`config.mk`:
```
export PLATFORM = sky130hd
export DESIGN_NAME = seg_scan_decoder
export DESIGN_NICKNAME = d
export VERILOG_FILES = /design/src/rtl/seg_pkg.sv /design/src/rtl/seg7_to_bcd.sv /design/src/rtl/seg_scan_decoder.sv
export SDC_FILE = /design/constraint.sdc
export NUM_CORES = 1
export LEC_CHECK = 0
export ABC_AREA = 1
export CORE_MARGIN = 3
export CORE_UTILIZATION = 43
export CTS_CLUSTER_SIZE = 20
export DETAILED_ROUTE_END_ITERATION = 12
export GPL_TIMING_DRIVEN = 0
export PLACE_DENSITY = 0.63
export SLEW_MARGIN = 30
export SYNTH_ARGS = -nofsm -noshare
export SYNTH_HDL_FRONTEND = slang
export SYNTH_HIERARCHICAL = 1
export SYNTH_SLANG_ARGS = --single-unit
```
`constraint.sdc`:
```
create_clock -name clk -period 5.3 [get_ports clk]
set_input_delay 0.53 -clock clk [delete_from_list [all_inputs] [get_ports clk]]
set_output_delay 0.53 -clock clk [all_outputs]
set_load 0.005 [all_outputs]
```
`src/rtl/seg_pkg.sv`:
```
// ============================================================================
// Module   : seg_pkg
// Brief    : Segment patterns, digit-select encodings, FSM state type and BCD
//            pair conversion shared by the scanned 7-segment decoder.
// Revision : 1.0 - initial release
// ============================================================================
`default_nettype none

package seg_pkg;

    localparam logic [6:0] c_SEG_0 = 7'h3F;
    localparam logic [6:0] c_SEG_1 = 7'h06;
    localparam logic [6:0] c_SEG_2 = 7'h5B;
    localparam logic [6:0] c_SEG_3 = 7'h4F;
    localparam logic [6:0] c_SEG_4 = 7'h66;
    localparam logic [6:0] c_SEG_5 = 7'h6D;
    localparam logic [6:0] c_SEG_6 = 7'h7D;
    localparam logic [6:0] c_SEG_7 = 7'h07;
    localparam logic [6:0] c_SEG_8 = 7'h7F;
    localparam logic [6:0] c_SEG_9 = 7'h6F;

    localparam logic [1:0] c_EN_ONES = 2'b01;
    localparam logic [1:0] c_EN_TENS = 2'b10;

    typedef enum logic [1:0] {
        ST_IDLE      = 2'd0,
        ST_HAVE_ONES = 2'd1,
        ST_HAVE_TENS = 2'd2
    } state_e;

    // tens*10 + ones built from shifts; 99 fits in 7 bits so no wrap.
    function automatic logic [6:0] bcd_pair_to_bin(input logic [3:0] t, input logic [3:0] o);
        logic [6:0] t7;
        t7 = {3'b000, t};
        return (t7 << 3) + (t7 << 1) + {3'b000, o};
    endfunction

endpackage

`default_nettype wire

```
`src/rtl/seg7_to_bcd.sv`:
```
// ============================================================================
// Module   : seg7_to_bcd
// Brief    : Combinational 7-segment (a=bit0 .. g=bit6) to BCD decode with a
//            legal-digit flag.
// Revision : 1.0 - initial release
// ============================================================================
`default_nettype none

module seg7_to_bcd
    import seg_pkg::*;
(
    input  logic [6:0] seg_i,
    output logic [3:0] bcd_o,
    output logic       legal_o
);

    always_comb begin
        bcd_o   = 4'd0;
        legal_o = 1'b1;
        case (seg_i)
            c_SEG_0: bcd_o = 4'd0;
            c_SEG_1: bcd_o = 4'd1;
            c_SEG_2: bcd_o = 4'd2;
            c_SEG_3: bcd_o = 4'd3;
            c_SEG_4: bcd_o = 4'd4;
            c_SEG_5: bcd_o = 4'd5;
            c_SEG_6: bcd_o = 4'd6;
            c_SEG_7: bcd_o = 4'd7;
            c_SEG_8: bcd_o = 4'd8;
            c_SEG_9: bcd_o = 4'd9;
            default: legal_o = 1'b0;
        endcase
    end

endmodule

`default_nettype wire

```
`src/rtl/seg_scan_decoder.sv`:
```
// ============================================================================
// Module   : seg_scan_decoder
// Brief    : Decodes a two-digit multiplexed 7-segment scan into BCD digits
//            and a binary value, with debounce, stale timeout and error pulse.
//            Optional saturating error counter enabled by SEG_ERR_CNT_EN.
// Revision : 1.0 - initial release
// ============================================================================
`default_nettype none

module seg_scan_decoder
    import seg_pkg::*;
#(
    parameter int STABLE_CYC  = 4,
    parameter int TIMEOUT_CYC = 4096
) (
    input  logic       clk,
    input  logic       rst,
    input  logic [6:0] discode,
    input  logic [1:0] enable,
    output logic [3:0] ones,
    output logic [3:0] tens,
    output logic [6:0] value,
    output logic       value_valid,
    output logic       value_upd,
    output logic       code_err
`ifdef SEG_ERR_CNT_EN
    ,
    output logic [7:0] err_cnt
`endif
);

    localparam int SCW = $clog2(STABLE_CYC + 1);
    localparam int TCW = $clog2(TIMEOUT_CYC + 1);
    localparam logic [SCW-1:0] c_STABLE  = SCW'(STABLE_CYC);
    localparam logic [TCW-1:0] c_TIMEOUT = TCW'(TIMEOUT_CYC);

    logic [8:0]     sync1_q, sync2_q, prev_q;
    logic [SCW-1:0] stab_q, stab_d;
    logic [TCW-1:0] to_q, to_d;
    state_e         state_q, state_d;
    logic [3:0]     cand_q, cand_d;
    logic [3:0]     ones_q, ones_d, tens_q, tens_d;
    logic [6:0]     value_q, value_d;
    logic           valid_q, valid_d, upd_q, upd_d, err_q, err_d;

    logic           w_changed, w_hit, w_pos_ok, w_is_ones, w_accept, w_bad, w_timeout, w_legal;
    logic [3:0]     w_bcd;
    logic [1:0]     w_en;

    assign w_en = sync2_q[8:7];

    seg7_to_bcd u_dec (
        .seg_i   (sync2_q[6:0]),
        .bcd_o   (w_bcd),
        .legal_o (w_legal)
    );

    // Acceptance fires only on the cycle the counter first lands on STABLE_CYC.
    always_comb begin
        w_changed = (sync2_q != prev_q);
        if (w_changed)
            stab_d = SCW'(1);
        else if (stab_q == c_STABLE)
            stab_d = stab_q;
        else
            stab_d = stab_q + SCW'(1);
        w_hit     = (stab_d == c_STABLE) && (w_changed || (stab_q != c_STABLE));
        w_is_ones = (w_en == c_EN_ONES);
        w_pos_ok  = w_is_ones || (w_en == c_EN_TENS);
        w_accept  = w_hit && w_pos_ok && w_legal;
        w_bad     = w_hit && w_pos_ok && !w_legal;
        w_timeout = (to_q == c_TIMEOUT);
        if (w_accept)
            to_d = '0;
        else if (w_timeout)
            to_d = to_q;
        else
            to_d = to_q + TCW'(1);
    end

    always_comb begin
        logic       pub;
        logic [3:0] pub_t, pub_o;
        state_d = state_q;
        cand_d  = cand_q;
        ones_d  = ones_q;
        tens_d  = tens_q;
        value_d = value_q;
        valid_d = valid_q;
        upd_d   = 1'b0;
        err_d   = w_bad;
        pub     = 1'b0;
        pub_t   = tens_q;
        pub_o   = ones_q;

        if (w_accept) begin
            case (state_q)
                ST_IDLE: begin
                    cand_d  = w_bcd;
                    state_d = w_is_ones ? ST_HAVE_ONES : ST_HAVE_TENS;
                end
                ST_HAVE_ONES: begin
                    if (w_is_ones) begin
                        cand_d = w_bcd;
                    end else begin
                        pub   = 1'b1;
                        pub_t = w_bcd;
                        pub_o = cand_q;
                    end
                end
                ST_HAVE_TENS: begin
                    if (!w_is_ones) begin
                        cand_d = w_bcd;
                    end else begin
                        pub   = 1'b1;
                        pub_t = cand_q;
                        pub_o = w_bcd;
                    end
                end
                default: state_d = ST_IDLE;
            endcase
        end else if (w_bad || w_timeout) begin
            state_d = ST_IDLE;
            if (w_timeout)
                valid_d = 1'b0;
        end

        if (pub) begin
            state_d = ST_IDLE;
            ones_d  = pub_o;
            tens_d  = pub_t;
            value_d = bcd_pair_to_bin(pub_t, pub_o);
            valid_d = 1'b1;
            upd_d   = !valid_q || ({pub_t, pub_o} != {tens_q, ones_q});
        end
    end

    always_ff @(posedge clk or negedge rst) begin
        if (!rst) begin
            sync1_q <= '0;
            sync2_q <= '0;
            prev_q  <= '0;
            stab_q  <= '0;
            to_q    <= '0;
            state_q <= ST_IDLE;
            cand_q  <= '0;
            ones_q  <= '0;
            tens_q  <= '0;
            value_q <= '0;
            valid_q <= 1'b0;
            upd_q   <= 1'b0;
            err_q   <= 1'b0;
        end else begin
            sync1_q <= {enable, discode};
            sync2_q <= sync1_q;
            prev_q  <= sync2_q;
            stab_q  <= stab_d;
            to_q    <= to_d;
            state_q <= state_d;
            cand_q  <= cand_d;
            ones_q  <= ones_d;
            tens_q  <= tens_d;
            value_q <= value_d;
            valid_q <= valid_d;
            upd_q   <= upd_d;
            err_q   <= err_d;
        end
    end

`ifdef SEG_ERR_CNT_EN
    logic [7:0] err_cnt_q;

    always_ff @(posedge clk or negedge rst) begin
        if (!rst)
            err_cnt_q <= '0;
        else if (err_q && (err_cnt_q != 8'hFF))
            err_cnt_q <= err_cnt_q + 8'd1;
    end

    assign err_cnt = err_cnt_q;
`endif

    assign ones        = ones_q;
    assign tens        = tens_q;
    assign value       = value_q;
    assign value_valid = valid_q;
    assign value_upd   = upd_q;
    assign code_err    = err_q;

endmodule

`default_nettype wire

```
==> metrics, run 1 <==
status finished clean; library cells used by synthesis 40; Worst-Skew Late Latency between 300 and 400 ps; Nets 528; Post-Syn Area per Cell 8.03 µm²; Hold Vio Cnt, Final 0; final wirelength 7700 µm; Overall Global Routing Usage between 10% and 20%; Cells after Synth roughly 460; I/O Buffers 28; Routed Antenna Nets 0; dpl cells just under 600; H-tree lvl count 3; TritonRoute pass-1 iters 5; # IOs 29; DRT iter0 DRCs 133; Final setup violation count 0; Yosys warning total 6; max-slew violations 0; number of global-route vias before repair 3022; Fin Setup TNS 0 ps; Metal-1 WL approximately 3800 µm; DR WL/cell ~13 µm; diodes inserted 0; Critical Path AT around 4000 ps; Final Util 52.2%; Hold Crit Class in2async; total CTS buffers 9; Largest stage delay, worst path 420 ps; worst-margin pin slew 554 ps; Finished Layout Cells between 600 and 700; Worst Setup End Kind register; CTS clk-pin slew, worst paths 80 ps; RSZ-0062 raised after global routing no; Mapped Area ~3700 µm²; Startpoint Class register; Yosys reg bits between 60 and 70; dpl hpwl about 5700 µm; DRC viols 0; Fillers just under 800; hold slack about 38 ps; grt ovf 0; Initial Utilization between 40% and 50%; Placer Congestion between 0.8 and 0.9; CTS tree done; CTS Buffer Depth 2; clk_skew between 10 and 15 ps; CTS sink cnt 66; period utilization about two thirds; # resized after CTS 0; Seq/Total Area, Yosys about 45%; Critical Path Slowest Stage Cell dfrtp_1; PwrDens 223 nW/µm²; critical path cell sequence inv_1 -> ha_1 -> nor3_4 -> nand4_4 -> nor3_4 -> buf_4 -> nand2_1 -> o21ai_0 -> inv_1 -> ha_1 -> ha_1 -> fa_1 -> nand2_1 -> nand2_1 -> a21oi_1 -> nand3_1 -> nand2_1 -> nand2_1 -> o21ai_1; post-synth net total roughly 490; first-pass GRT wire length ~14000 µm; initial antenna violation count 0; clock root cell clkbuf_8; leakage power 2.13 nW; share of layout cells above drive strength 1 between 10% and 20%; CP top delay family simple AND/OR/NAND/NOR gates; Peak VDD IR 0.175 mV; Top Metal Used met4; Core Region about 8300 µm²; total power roughly 0.97 mW; crit-path most repeated cell nand2_1; # rows 33; cts hold-fix bufs 0; worst path bufs/invs 3; WL met2 around 3600 µm; Achievable Freq roughly 0.28 GHz; die height approximately 99 µm; routed via count approximately 3000; Rel. slew slack 62.7%; crit path kind reg2reg; WP data required around 5600 ps; setup bufs post-CTS 0; largest net degree at the start of global routing between 50 and 60; vias per cell 4.84; number of max-cap violations 0; routed wl met3 roughly 220 µm; area delta synth->final 16.9%; die width roughly 99 µm; Die Area ~10000 µm²; Final min period roughly 3600 ps; CP max FO 10
flip-flops by register name (all words and copies together) (netlist names), 2 cells and up:
name     count
cand_q       4
state_q      2
tens         4
to_q        13
ones         4
sync2_q      9
value        6
stab_q       3
prev_q       9
sync1_q      9
worst paths after layout:
kind | start | endpoint | slack [ps] | depth (start not counted)
worst max-delay path | stab_q[0] | value[6] | 1680 | 19
worst min-delay path | rst | stab_q[0] | 40 | 1
worst max register to register | stab_q[0] | value[6] | 1680 | 19
worst min register to register | sync1_q[8] | sync2_q[8] | 340 | 0
max in group asynchronous | rst | value[1] | 4750 | 2
min in group clk | sync1_q[8] | sync2_q[8] | 340 | 0
cells by family after synthesis:
kind of cell,count (synthesis),synth area share (%)
muxes,4,1.18
xor gates and xnor gates,13,3.07
AOI/OAI and AO/OA,63,9.76
DFF,66,44.6
adders and majority gates,16,5.61
and+or+nand+nor,213,26.5
buffers and inverters,86,9.26
worst register-to-register path: cells and delay by family (launching register included):
family | cells | cell delay, ps
compound gates | 3 | 400
fa+ha+maj | 4 | 1160
buf+inv | 3 | 380
flops | 1 | 420
simple gates | 9 | 1180
layer usage:
metal	global-route usage, %	vias to the layer above
met5	0	-
met4	6.51	0
met3	3.89	6
met2	27.6	41
met1	23.8	1362
li1	-	1549
cell usage after synthesis (all sizes together):
master,n,area [µm²]
clkinv,1,3.75
nand3,28,140
nand3b,1,7.51
buf,8,50.0
o22ai,2,12.5
ha,15,188
dfrtp,66,1650
inv,73,274
a2111oi,1,10.0
o31ai,2,15.0
mux2i,1,10.0
nand2,107,422
nor2,55,236
nand4,14,103
o211ai,7,52.6
nor3,5,52.6
mux2,3,33.8
a21oi,15,75.1
nor3b,2,15.0
xnor2,9,78.8
and2,1,6.26
clkbuf,4,15.0
xor2,4,35.0
fa,1,20.0
a21boi,2,15.0
o21ai,34,181
layout make-up:
cell class	instances	area [µm²]	area share [%]
plain buffers	12	65.1	1.50
clock inverters	5	37.5	0.867
inverters	74	278	6.42
clock buffers	11	151	3.50
multi-input cells	309	1710	39.5
flip-flops and latches	66	1650	38.2
well taps	105	131	3.03
repair buffers	29	305	7.05
cell usage in the layout, fill, tap and decap left out, types with 3 or more instances in the layout:
master	count
buf_4	3
o211ai_1	7
clkdlybuf4s50_1	27
nand2_2	8
o21ai_0	27
o21ai_2	3
clkbuf_1	4
ha_1	15
o21ai_1	4
nor2_1	47
nand4_1	13
nand2_1	99
nand3_1	28
buf_2	4
xnor2_1	9
inv_1	67
inv_2	6
dfrtp_1	66
a21oi_1	15
xor2_1	4
nor2_2	6
clkbuf_8	11
power breakdown:
| group | switching [mW] | internal (mW) | leakage (nW) | total (mW) |
|---|---|---|---|---|
| sequential | 0.00796 | 0.514 | 0.840 | 0.522 |
| clock | 0.202 | 0.197 | 0.0919 | 0.398 |
| combinational | 0.0290 | 0.0183 | 1.19 | 0.0473 |
per-stage QoR:
step / area [µm²] / setup slack [ps]
finish: 4330 / 1680
global route: 4330 / 1360
CTS: 4330 / 1660
detailed placement: 4140 / 1720
global placement: 4120 / 1490
floorplan: 3700 / 2180
No activity file was read; power rests on OpenSTA's default activity.
==> inputs of run 2 (changes only) <==
==> constraint.sdc (replaced) <==
create_clock -name clk -period 3.4 [get_ports clk]
set_input_delay 0.34 -clock clk [delete_from_list [all_inputs] [get_ports clk]]
set_output_delay 0.34 -clock clk [all_outputs]
set_load 0.005 [all_outputs]
==> metrics, run 2 (synthesis results as in run 1) <==
Routed Antenna Nets 0; met2 Use GR between 20% and 30%; first-pass GRT wire length 13900 µm; clock root cell clkbuf_8; die height a little under 100 µm; DRT iter0 DRCs between 100 and 150; PwrDens 337 nW/µm²; commonest non-fill, non-tap cells in the layout 98 x nand2_1, 65 x inv_1, 60 x dfrtp_1; number of max-cap violations 0; DR WL/cell 12.8 µm; Critical Path Slowest Stage Cell dfrtp_2; final wirelength about 7900 µm; Hold Path Origin sync1_q[8]; Worst-Skew Late Latency roughly 350 ps; area delta synth->final 21.7%; diodes inserted 0; Initial Utilization between 40% and 50%; hold slack between 300 and 400 ps; CTS tree done; CTS sink cnt 66; clk_skew around 11 ps; grt peak-use layer met2; CP max FO 5; total CTS buffers 9; I/O Buffers 28; share of layout cells above drive strength 1 16.8%; number of global-route vias before repair 3043; H-tree lvl count 3; CTS Buffer Depth 2; Final min period ~3200 ps; leading cell type in the layout, fill and taps excluded nand2_1; crit path kind reg2reg; # rows 33; Peak VDD IR between 0.2 and 0.3 mV; met3 global-route usage under 10%; period utilization 94.9%; worst-margin pin slew between 500 and 600 ps; Largest stage delay, worst path ~440 ps; die width roughly 100 µm; Startpoint Class register; CP top delay family simple AND/OR/NAND/NOR gates; Core Region roughly 8300 µm²; Final setup violation count 0; DRC viols 0; Nets around 540; Die Area about 9800 µm²; status finished clean; Placer Congestion 0.862; Hold Vio Cnt, Final 0; worst path bufs/invs 5; dpl hpwl approximately 5700 µm; max-slew violations 0; initial antenna violation count 0; crit path from sync2_q[4]; Rel. slew slack around 62%; Overall Global Routing Usage ~18%; critical path cell sequence buf_12 -> nand2_1 -> nor2_1 -> nand2_1 -> nand2_1 -> nor2_1 -> nand3_2 -> inv_4 -> nor3_4 -> buf_6 -> buf_4 -> o21ai_2 -> inv_2 -> ha_1 -> ha_2 -> fa_2 -> nand2_1 -> nand2_1 -> a21oi_2 -> nand3_1 -> nand2_1 -> nand2_1 -> o21ai_1; max reg flops 13; grt ovf 0; Worst Setup End Kind register; reg-to-reg critical path startpoint sync2_q[4]; Fin Setup TNS 0 ps; WP data required approximately 3700 ps; largest net degree at the start of global routing 52; # IOs 29; met1 global-route usage a little under a quarter; Critical Path AT roughly 3500 ps; TritonRoute pass-1 iters 6; leakage power 2.21 nW; routed via count 3005; crit-path most repeated cell nand2_1; Hold Crit Class reg2reg; vias per cell slightly below 5; Largest Register to_q; Achievable Freq around 0.31 GHz; CTS clk-pin slew, worst paths ~80 ps
run 2: cell count changes in the layout (fill, tap and decap cells not counted), moves of 2 or more:
cell      change
nand3_1       -2
ha_2          +2
inv_1         -2
nand3_2       +2
dfrtp_2       +6
clkbuf_2      +2
ha_1          -3
buf_4         +8
buf_6         +2
nand2_4       +2
dfrtp_1       -6
clkbuf_1      -2
run 2: through the flow:
stage	util, %	setup WS [ps]	instance area, µm²	power [mW]	cells
floorplan	-	277	3700	0.863	461
global placement	49.6	-224	4120	0.898	594
detailed placement	49.9	-181	4140	0.904	595
CTS	52.8	26.3	4380	1.53	617
global route	54.3	-42.5	4510	1.58	622
finish	54.3	172	4510	1.52	622
run 2: final timing paths:
path	end	slack, ps	depth (start not counted)
worst min-delay path	sync2_q[8]	340	0
worst min register to register	sync2_q[8]	340	0
worst max-delay path	value[6]	170	23
worst max register to register	value[6]	170	23
max in group asynchronous	sync2_q[6]	2480	3
min in group asynchronous	stab_q[0]	390	2
run 2: cell type report:
type | count | area (µm²)
Buffer | 11 | 67.6
Sequential cell | 66 | 1660
Clock buffer | 11 | 151
Timing Repair Buffer | 41 | 414
Tap cell | 105 | 131
Inverter | 74 | 280
Fill cell | 756 | 3790
Clock inverter | 5 | 37.5
Multi-Input combinational cell | 309 | 1770
run 2: per-layer routing:
metal	up-vias	wire, µm
met5	-	0
met4	0	143
met3	11	210
met2	33	3710
met1	1385	3880
li1	1576	-
run 2: power breakdown:
group | switching [mW] | internal [mW] | total [mW] | leakage, nW
logic | 0.0477 | 0.0326 | 0.0803 | 1.29
registers | 0.0124 | 0.802 | 0.814 | 0.834
clock network | 0.317 | 0.307 | 0.624 | 0.0919
total | 0.377 | 1.14 | 1.52 | 2.21
run 2: what timing repair did:
item                                    CTS  global route
endpoints found under the hold margin    15             0
gates resized for setup                   2            26
pin swaps                                 2             5
hold buffers                              1             0
endpoints found under the setup margin    1             2
gates cloned                              0             0
buffers inserted                          5             6
